--- config.mk ---
export PLATFORM = sky130hd
export DESIGN_NAME = apb_req_arbiter
export DESIGN_NICKNAME = d
export VERILOG_FILES = /design/src/rtl/apb_req_arbiter_pkg.sv /design/src/rtl/apb_req_arbiter_rr_picker.sv /design/src/rtl/apb_req_arbiter.sv
export SDC_FILE = /design/constraint.sdc
export NUM_CORES = 1
export LEC_CHECK = 0
export ABC_AREA = 1
export CAP_MARGIN = 20
export CORE_MARGIN = 10
export CORE_UTILIZATION = 37
export CTS_CLUSTER_DIAMETER = 30
export CTS_CLUSTER_SIZE = 24
export DETAILED_ROUTE_END_ITERATION = 10
export GPL_TIMING_DRIVEN = 0
export PLACE_DENSITY = 0.83
export RECOVER_POWER = 50
export SLEW_MARGIN = 20
export SYNTH_ARGS = -nofsm -noshare
export SYNTH_HDL_FRONTEND = slang
export SYNTH_SLANG_ARGS = --single-unit
export TNS_END_PERCENT = 30
--- constraint.sdc ---
create_clock -name clk -period 2.61 [get_ports clk]
set_input_delay 0.522 -clock clk [delete_from_list [all_inputs] [get_ports clk]]
set_output_delay 0.522 -clock clk [all_outputs]
set_load 0.005 [all_outputs]
--- src/rtl/apb_req_arbiter_pkg.sv ---
// rtl/apb_req_arbiter_pkg.sv - shared APB arbiter types and constants
// Purpose: FSM state encoding, APB slave count and grant-index width shared
//          by the arbiter top and the round-robin picker.
// Ports:   none (package).
package apb_req_arbiter_pkg;

    localparam int NSLV  = 4;   // number of APB slaves, one psel bit each
    localparam int IDX_W = 2;   // width of requester / slave indices

    typedef enum logic [1:0] {
        ST_IDLE   = 2'd0,
        ST_SETUP  = 2'd1,
        ST_ACCESS = 2'd2
    } apb_state_e;

endpackage

--- src/rtl/apb_req_arbiter_rr_picker.sv ---
// rtl/apb_req_arbiter_rr_picker.sv - round-robin winner selection
// Purpose: pick the first asserted request at or after (last + 1) mod NREQ.
// Ports:   req   - request vector to choose from
//          last  - index of the previous grant
//          valid - at least one request asserted
//          idx   - winning requester index
module rr_picker
    import apb_req_arbiter_pkg::*;
#(
    parameter int NREQ = 3
) (
    input  logic [NREQ-1:0]  req,
    input  logic [IDX_W-1:0] last,
    output logic             valid,
    output logic [IDX_W-1:0] idx
);

    // Outer loop walks distance from the last grant, inner loop keeps every
    // bit select constant so no variable indexing is needed.
    always_comb begin
        valid = 1'b0;
        idx   = '0;
        for (int k = 1; k <= NREQ; k++) begin
            for (int i = 0; i < NREQ; i++) begin
                if (!valid && req[i] && (((int'(last) + k) % NREQ) == i)) begin
                    valid = 1'b1;
                    idx   = IDX_W'(i);
                end
            end
        end
    end

endmodule

--- src/rtl/apb_req_arbiter.sv ---
// rtl/apb_req_arbiter.sv - round-robin arbiter of NREQ requesters onto one APB master
// Purpose: grants one requester at a time, runs a SETUP/ACCESS APB transfer to
//          the requested slave and returns data/error with a one-cycle done pulse.
// Ports:   clk, rst_n                     - clock, async active-low reset
//          req_valid/write/slave/addr/wdata - per-requester packed requests
//          req_done, rsp_rdata, rsp_error - completion pulse and response
//          psel, penable, pwrite, paddr, pwdata - APB master request
//          prdata, pready, pslverr        - APB slave response
//          grant_id                       - current / last owner
module apb_req_arbiter
    import apb_req_arbiter_pkg::*;
#(
    parameter int NREQ    = 3,
    parameter int ADDR_W  = 32,
    parameter int DATA_W  = 32,
    parameter int TIMEOUT = 255
) (
    input  logic                   clk,
    input  logic                   rst_n,
    input  logic [NREQ-1:0]        req_valid,
    input  logic [NREQ-1:0]        req_write,
    input  logic [2*NREQ-1:0]      req_slave,
    input  logic [ADDR_W*NREQ-1:0] req_addr,
    input  logic [DATA_W*NREQ-1:0] req_wdata,
    output logic [NREQ-1:0]        req_done,
    output logic [DATA_W-1:0]      rsp_rdata,
    output logic                   rsp_error,
    output logic [NSLV-1:0]        psel,
    output logic                   penable,
    output logic                   pwrite,
    output logic [ADDR_W-1:0]      paddr,
    output logic [DATA_W-1:0]      pwdata,
    input  logic [DATA_W-1:0]      prdata,
    input  logic                   pready,
    input  logic                   pslverr,
    output logic [IDX_W-1:0]       grant_id
);

    localparam int TW = $clog2(TIMEOUT + 1);

    apb_state_e       state, state_nxt;
    logic [TW-1:0]    tcnt;
    logic [IDX_W-1:0] slave_q;
    logic [NREQ-1:0]  owner_mask;
    logic [NREQ-1:0]  pick_req;
    logic             pick_valid;
    logic [IDX_W-1:0] pick_idx;
    logic             grant, done, timed_out;
    logic             sel_write;
    logic [IDX_W-1:0] sel_slave;
    logic [ADDR_W-1:0] sel_addr;
    logic [DATA_W-1:0] sel_wdata;

    rr_picker #(.NREQ(NREQ)) u_picker (
        .req   (pick_req),
        .last  (grant_id),
        .valid (pick_valid),
        .idx   (pick_idx)
    );

    assign owner_mask = NREQ'(1) << grant_id;

    // Fields of the winning requester, captured only on grant.
    always_comb begin
        sel_write = 1'b0;
        sel_slave = '0;
        sel_addr  = '0;
        sel_wdata = '0;
        for (int i = 0; i < NREQ; i++) begin
            if (pick_idx == IDX_W'(i)) begin
                sel_write = req_write[i];
                sel_slave = req_slave[2*i +: 2];
                sel_addr  = req_addr[i*ADDR_W +: ADDR_W];
                sel_wdata = req_wdata[i*DATA_W +: DATA_W];
            end
        end
    end

    // The timeout fires in the ACCESS cycle whose pready=0 would bring the
    // wait count to TIMEOUT, so exactly TIMEOUT ACCESS cycles are spent.
    always_comb begin
        state_nxt = state;
        pick_req  = '0;
        grant     = 1'b0;
        done      = 1'b0;
        timed_out = 1'b0;
        case (state)
            ST_IDLE: begin
                pick_req = req_valid;
                if (pick_valid) begin
                    grant     = 1'b1;
                    state_nxt = ST_SETUP;
                end
            end
            ST_SETUP: begin
                state_nxt = ST_ACCESS;
            end
            ST_ACCESS: begin
                timed_out = !pready && (tcnt == TW'(TIMEOUT - 1));
                done      = pready || timed_out;
                if (done) begin
                    // Finishing owner is excluded so others get the next slot.
                    pick_req = req_valid & ~owner_mask;
                    if (pick_valid) begin
                        grant     = 1'b1;
                        state_nxt = ST_SETUP;
                    end else begin
                        state_nxt = ST_IDLE;
                    end
                end
            end
            default: state_nxt = ST_IDLE;
        endcase
    end

    always_ff @(posedge clk or negedge rst_n) begin
        if (!rst_n) begin
            state    <= ST_IDLE;
            tcnt     <= '0;
            grant_id <= IDX_W'(NREQ - 1);
            slave_q  <= '0;
            pwrite   <= 1'b0;
            paddr    <= '0;
            pwdata   <= '0;
        end else begin
            state <= state_nxt;
            if (grant) begin
                tcnt     <= '0;
                grant_id <= pick_idx;
                slave_q  <= sel_slave;
                pwrite   <= sel_write;
                paddr    <= sel_addr;
                pwdata   <= sel_wdata;
            end else if (state == ST_ACCESS && !pready) begin
                tcnt <= tcnt + TW'(1);
            end
        end
    end

    always_comb begin
        psel = '0;
        if (state != ST_IDLE) psel[slave_q] = 1'b1;
    end

    assign penable   = (state == ST_ACCESS);
    assign req_done  = done ? owner_mask : '0;
    assign rsp_error = done && (timed_out || pslverr);
    assign rsp_rdata = (done && pready && !pwrite) ? prdata : '0;

endmodule
==> impl_metrics.tcl, run 1 <==
set metrics [dict create \
    dieWidth_um 139 \
    drive_above_1_share 0.113 \
    hold_ws_ns 0.391 \
    crit_chain "inv_2, ha_4, nand2_2, nor2_1, nand2_1, nand3_2, nand4_1, nand2_1, a21oi_2, nand3_2, nor2_4, nand4_1, nand2_4, buf_8, buf_6, buf_6, a21oi_2, a21oi_1" \
    violations "negative setup slack" \
    fin_nets 1426 \
    syn_area_sq_um 5250 \
    core_sq_um 13900 \
    syn_inst 796 \
    endpoint_kind "flop" \
    switchingPower_w 0.00572 \
    holdBufCountCts 0 \
    clkSinkCount 79 \
    synthSimpleGateAreaFrac 0.348 \
    critPathArrivalTime_ns 2.90 \
    grt_max_degree 45 \
    synth_top_family_by_area "simple AND/OR/NAND/NOR gates" \
    synth_compound_area_frac 0.144 \
    num_vias 6869 \
    power_frac_comb 0.713 \
    grt_pass1_wl_mm 38.0 \
    static-leakage-power_nw 4.69 \
    synth_fa_ha_area_frac 0.0167 \
    antenna_found_initial 0 \
    seq_power_share 0.186 \
    yosysTopAreaCellShare 0.372 \
    vdd_drop_max_mv 0.659 \
    place_area_sq_um 8960 \
    firstDrtPassIters 5 \
    yosys_warnings 0 \
    rsz0062_at_grt "true" \
    n_antenna_cell 0 \
    cts_buffers 9 \
    synth_area_per_cell_sq_um 6.59 \
    critPathKind "reg2reg" \
    skew_ns 0.00901 \
    stdcell_area_sq_um 9700 \
    dp_hpwl_mm 19.7 \
    wl_per_cell_um 18.8 \
    critPathMaxFanout 6 \
    cp-startpoint "tcnt[0]" \
    die_h_um 139 \
    rows 43 \
    gr-usage-all-layers 0.245 \
    max_freq_ghz 0.380 \
    worstPathRequired_ns 2.88 \
    dieArea_sq_um 19300 \
    avgViaCountPerCell 5.04 \
    finalWeightedCongestion 0.922 \
    drtIter0Drc 389 \
    worst-slew-pin-transition_ns 1.14 \
    portBuffers 347 \
    syn_to_final_growth_pct 84.8 \
    ant_nets 0 \
    fill_cells 1163 \
    cts_buffer_depth 2 \
    cts.htree.levels 3 \
    slew_headroom 0.237 \
    r2r_start "tcnt[0]" \
    holdCritPathClass "in2async" \
    max_stage_delay_ns 0.40 \
    grt.overflow.total 0 \
    layout_setup_ws_ns -0.0198 \
    p_int_w 0.00663 \
    swShare 0.463 \
    slew_viol_final 0 \
    synth_seq_cells 79 \
    grt_pass1_vias 6682 \
    status "complete, but fails checks" \
    min_period_over_period 1.01 \
    synth_xor_area_frac 0.00668 \
    root_buffer "clkbuf_16" \
    power_frac_clock 0.102 \
    fin_crit_ns 2.63 \
    synthMuxAreaShare 0 \
    start_util 0.378 \
    mappedNetlistNets 1043 \
    yosysTopAreaCell "dfrtp_1" \
    wirelength_mm 25.6 \
    cts_tree "yes" \
    yosysSeqAreaShare 0.377 \
    setup_viol 2 \
    preCtsSetupSlack_ns -0.359 \
    clock_latency_ns 0.35 \
    crit_slowest_cell "dfrtp_1" \
    hold_violations 0 \
    ioPinCount 348 \
    fin_tns_setup_ns -0.0236 \
    clk_pin_slew_ns 0.06 \
    powerDensity_nw_per_um2 1270 \
    drt_drc_violations_left 0 \
    crit_path_start_kind "flop" \
    r2r_slack_ns -0.02 \
    ys_types 34 \
    max-cap-violations 0 \
    synthTopCellsByArea "dfrtp_1 37%, nand2_1 16%, a21oi_1 13%" \
]
## cells in the mapped netlist, drive strengths merged
library cell    n
a21boi          2
a21oi         137
a31oi           1
buf            46
clkbuf          7
clkinv          2
dfrtp          78
dfstp           1
ha              7
inv            62
nand2         232
nand3          75
nand4           7
nor2          123
nor3            4
o21ai           4
o21bai          1
o31ai           2
or2             1
xnor2           1
xor2            3
## through the flow
step,power [W],std cells,util
finish,0.0123,1362,0.699
global route,0.0133,1362,0.699
detailed placement,0.0102,1324,0.646
CTS,0.0117,1349,0.675
global placement,0.0101,1323,0.644
floorplan,0.00692,796,-
## logic make-up (layout without fill, tap and decap cells)
| kind of cell | after synthesis | after routing |
|---|---|---|
| and+or+nand+nor | 442 | 442 |
| AOI/OAI and AO/OA | 147 | 147 |
| buffers and inverters | 117 | 503 |
| DFF | 79 | 79 |
| adders and majority gates | 7 | 7 |
| xor gates and xnor gates | 4 | 4 |
## registers in the layout, indices dropped and copies added (netlist names)
signal,count
grant_id,2
paddr,32
pwdata,32
pwrite,1
slave_q,2
state,2
tcnt,8
## critical path: cells and delay by family, from the launching register on
kind	cells	cell delay [ns]
compound gates	3	0.35
flops	1	0.40
fa+ha+maj	1	0.16
simple gates	10	1.18
buf+inv	4	0.45
## power groups by stage
stage                     clock [W]  combinational (W)  sequential [W]
after detailed placement          0            0.00791         0.00231
final                       0.00126            0.00880         0.00229
after global placement            0            0.00778         0.00228
after floorplan                   0            0.00462         0.00230
after global routing        0.00133            0.00965         0.00236
after CTS                   0.00127            0.00811         0.00230
## timing repair
action,4_1_cts,5_1_grt
endpoints found under the setup margin,100,93
cloned,2,1
hold endpoints to repair,0,0
pin swaps,2,16
buffers inserted,9,12
resized for setup,63,90
## per-layer routing
layer	routed length, um	vias up	global-route usage
met5	0	-	0
met4	658	0	0.0928
met3	2350	40	0.0788
met2	13000	326	0.427
met1	9630	3196	0.270
li1	-	3307	-
## final cells by class
class,instances,area (sq um),area share
tap,180,225,0.0232
inverter,64,251,0.0259
timing repair buffer,372,3660,0.378
clock buffer,13,250,0.0258
sequential,79,1980,0.204
buffer,53,488,0.0503
clock inverter,1,30.0,0.00310
multi-input combinational,600,2810,0.290
## placed cells by master (no fill, tap or decap), types with 7 or more instances in the layout
master / count
nand3_1: 72
nand2_1: 216
buf_4: 29
nand2_2: 13
clkbuf_4: 7
nor2_1: 120
clkdlybuf4s50_1: 292
dlygate4sd2_1: 30
a21oi_2: 9
clkbuf_16: 10
dfrtp_1: 77
inv_1: 56
buf_2: 9
dlygate4sd3_1: 20
a21oi_1: 128
buf_6: 15
## path summary, 6_finish.rpt
check / cells past startpoint / endpoint
setup / recovery: 18 / pwdata[6]
setup reg to reg: 18 / pwdata[6]
min in group clk: 1 / state[1]
hold / removal: 1 / paddr[13]
max in group asynchronous: 2 / pwdata[15]
hold reg to reg: 1 / state[1]
Note: power is estimated with default switching activity, not from simulation.
==> run 2, diff against run 1 <==
--- a/config.mk
+++ b/config.mk
@@ -15,6 +15,7 @@
 export GPL_TIMING_DRIVEN = 0
 export PLACE_DENSITY = 0.83
 export RECOVER_POWER = 50
+export SKIP_CTS_REPAIR_TIMING = 1
 export SLEW_MARGIN = 20
 export SYNTH_ARGS = -nofsm -noshare
 export SYNTH_HDL_FRONTEND = slang
==> run 2 against run 1 <==
  * The flow still finishes with violations (negative setup slack)
  * Combinational power is 0.6% lower
  * Die area stayed put
  * Clock power hardly changed
  * Register-to-register slack worse by 0.02 ns
  * Worst hold slack better by 0.011 ns
  * Sequential power hardly changed
  * Critical path type unchanged
  * Largest cell class unchanged
==> impl_metrics.tcl, run 2 (synthesized netlist as in run 1, its figures left out) <==
set metrics [dict create \
    status "complete, but fails checks" \
    violations "negative setup slack" \
    max_stage_delay_ns 0.41 \
    start_util 0.378 \
    r2r-end "pwdata[9]" \
    critical_path.endpoint "pwdata[9]" \
    root_buffer "clkbuf_16" \
    fin_crit_ns 2.65 \
    holdCritPathClass "in2async" \
    seq_power_share 0.187 \
    wl_per_cell_um 18.9 \
    cts_buffers 9 \
    drtIter0Drc 291 \
    cts.htree.levels 3 \
    ant_nets 0 \
    utilization 0.702 \
    final_common_cell "clkdlybuf4s50_1" \
    avgViaCountPerCell 5.03 \
    wirelength_mm 25.7 \
    min_period_over_period 1.02 \
    cp-startpoint "tcnt[0]" \
    p_int_w 0.00660 \
    portBuffers 347 \
    finalWeightedCongestion 0.922 \
    dieWidth_um 139 \
    syn_to_final_growth_pct 85.6 \
    instances_no_fill 1357 \
    dp_hpwl_mm 19.7 \
    clock_latency_ns 0.35 \
    power_frac_clock 0.102 \
    static-leakage-power_nw 5.10 \
    worst-slew-pin-transition_ns 1.16 \
    max-cap-violations 0 \
    worstPathRequired_ns 2.87 \
    switchingPower_w 0.00572 \
    hold_violations 0 \
    core_sq_um 13900 \
    crit_slowest_cell "dfrtp_1" \
    clk_pin_slew_ns 0.06 \
    critPathKind "reg2reg" \
    crit_path_start_kind "flop" \
    powerDensity_nw_per_um2 1260 \
    ioPinCount 348 \
    fin_nets 1421 \
    n_antenna_cell 0 \
    slew_headroom 0.225 \
    cts_tree "yes" \
    firstDrtPassIters 5 \
    critPathArrivalTime_ns 2.91 \
    crit_chain "inv_2, ha_4, nand2_2, nor2_1, nand2_1, nand3_2, nand4_1, nand2_1, a21oi_2, nand3_2, nor2_4, nand4_1, nand2_4, buf_6, buf_6, buf_8, a21oi_1, a21oi_1" \
    hold_ws_ns 0.403 \
    reg_top3 "paddr: 32 flops, pwdata: 32 flops, tcnt: 8 flops" \
    place_area_sq_um 8960 \
    num_vias 6823 \
    clkSinkCount 79 \
    power_frac_comb 0.711 \
    antenna_found_initial 0 \
    r2r_cells 18 \
    r2r_start "tcnt[0]" \
    rows 43 \
    critPathMaxFanout 5 \
    layout_setup_ws_ns -0.0404 \
    rsz0062_at_grt "true" \
    max_freq_ghz 0.377 \
    r2r_slack_ns -0.04 \
    post-place-cells 1324 \
    drive_above_1_share 0.104 \
    grt_pass1_vias 6608 \
    endpoint_kind "flop" \
    gr-usage-all-layers 0.241 \
    setup_viol 18 \
    vdd_drop_max_mv 0.658 \
    die_h_um 139 \
    swShare 0.464 \
    cts_buffer_depth 2 \
    layout_common_cells "296 x clkdlybuf4s50_1, 223 x nand2_1, 127 x a21oi_1" \
    stdcell_area_sq_um 9740 \
    grt_pass1_wl_mm 37.5 \
    slew_viol_final 0 \
    drt_drc_violations_left 0 \
    grt_max_degree 45 \
    dieArea_sq_um 19300 \
    grt.overflow.total 0 \
    skew_ns 0.00943 \
]
-- run 2: cell count changes in the layout (fill, tap and decap cells not counted), moves of 3 or more --
cell / previous run / this run
buf_2: 9 / 18
buf_4: 29 / 20
dlygate4sd3_1: 20 / 17
dlygate4sd2_1: 30 / 0
buf_8: 4 / 7
clkbuf_4: 7 / 4
clkdlybuf4s15_1: 4 / 0
clkbuf_8: 6 / 1
clkdlybuf4s50_1: 292 / 296
nand2_2: 13 / 6
nand2_1: 216 / 223
dlymetal6s2s_1: 0 / 33
-- run 2: layer usage --
layer | routed length [um] | part of all wire | global-route usage
met5 | 0 | 0 | 0
met1 | 9760 | 0.38 | 0.266
met3 | 2350 | 0.092 | 0.0805
met4 | 689 | 0.027 | 0.0901
met2 | 12900 | 0.50 | 0.419
-- run 2: how the worst min path moves through the flow --
stage / from / endpoint / slack [ns]
after floorplan: rst_n / grant_id[0] / 0.23
after global placement: state[1] / state[1] / 0.48
after detailed placement: state[1] / state[1] / 0.49
after CTS: rst_n / paddr[16] / 0.20
after global routing: rst_n / paddr[13] / 0.49
final: rst_n / paddr[13] / 0.40
-- run 2: metrics by stage --
| step | setup TNS (ns) | setup slack [ns] | total power, W |
|---|---|---|---|
| 2_1_floorplan | 0 | 0.372 | 0.00692 |
| 3_3_place_gp | -180.20 | -2.06 | 0.0101 |
| 3_5_place_dp | -25.82 | -0.359 | 0.0102 |
| 4_1_cts | -9.63 | -0.306 | 0.0115 |
| 5_1_grt | -6.10 | -0.154 | 0.0133 |
| 6_report | -0.252 | -0.0404 | 0.0123 |
-- run 2: worst max-delay path: cells and delay by family (launching register included) --
| family | cells | cell delay [ns] |
|---|---|---|
| buffers and inverters | 4 | 0.42 |
| adders and majority gates | 1 | 0.16 |
| DFF | 1 | 0.41 |
| and+or+nand+nor | 10 | 1.17 |
| AOI/OAI and AO/OA | 3 | 0.40 |
-- run 2: power by group through the flow --
stage	Combinational [W]	Clock, W	Sequential [W]
2_1_floorplan	0.00462	0	0.00230
3_3_place_gp	0.00778	0	0.00228
3_5_place_dp	0.00791	0	0.00231
4_1_cts	0.00797	0.00127	0.00230
5_1_grt	0.00960	0.00133	0.00236
6_report	0.00875	0.00126	0.00230
-- run 2: final cells by class --
type	count	area, sq um
clock buffer	13	250
clock inverter	1	30.0
sequential	79	1980
inverter	64	249
multi-input combinational	600	2800
buffer	53	447
timing repair buffer	367	3760
tap	180	225
fill	1137	4140
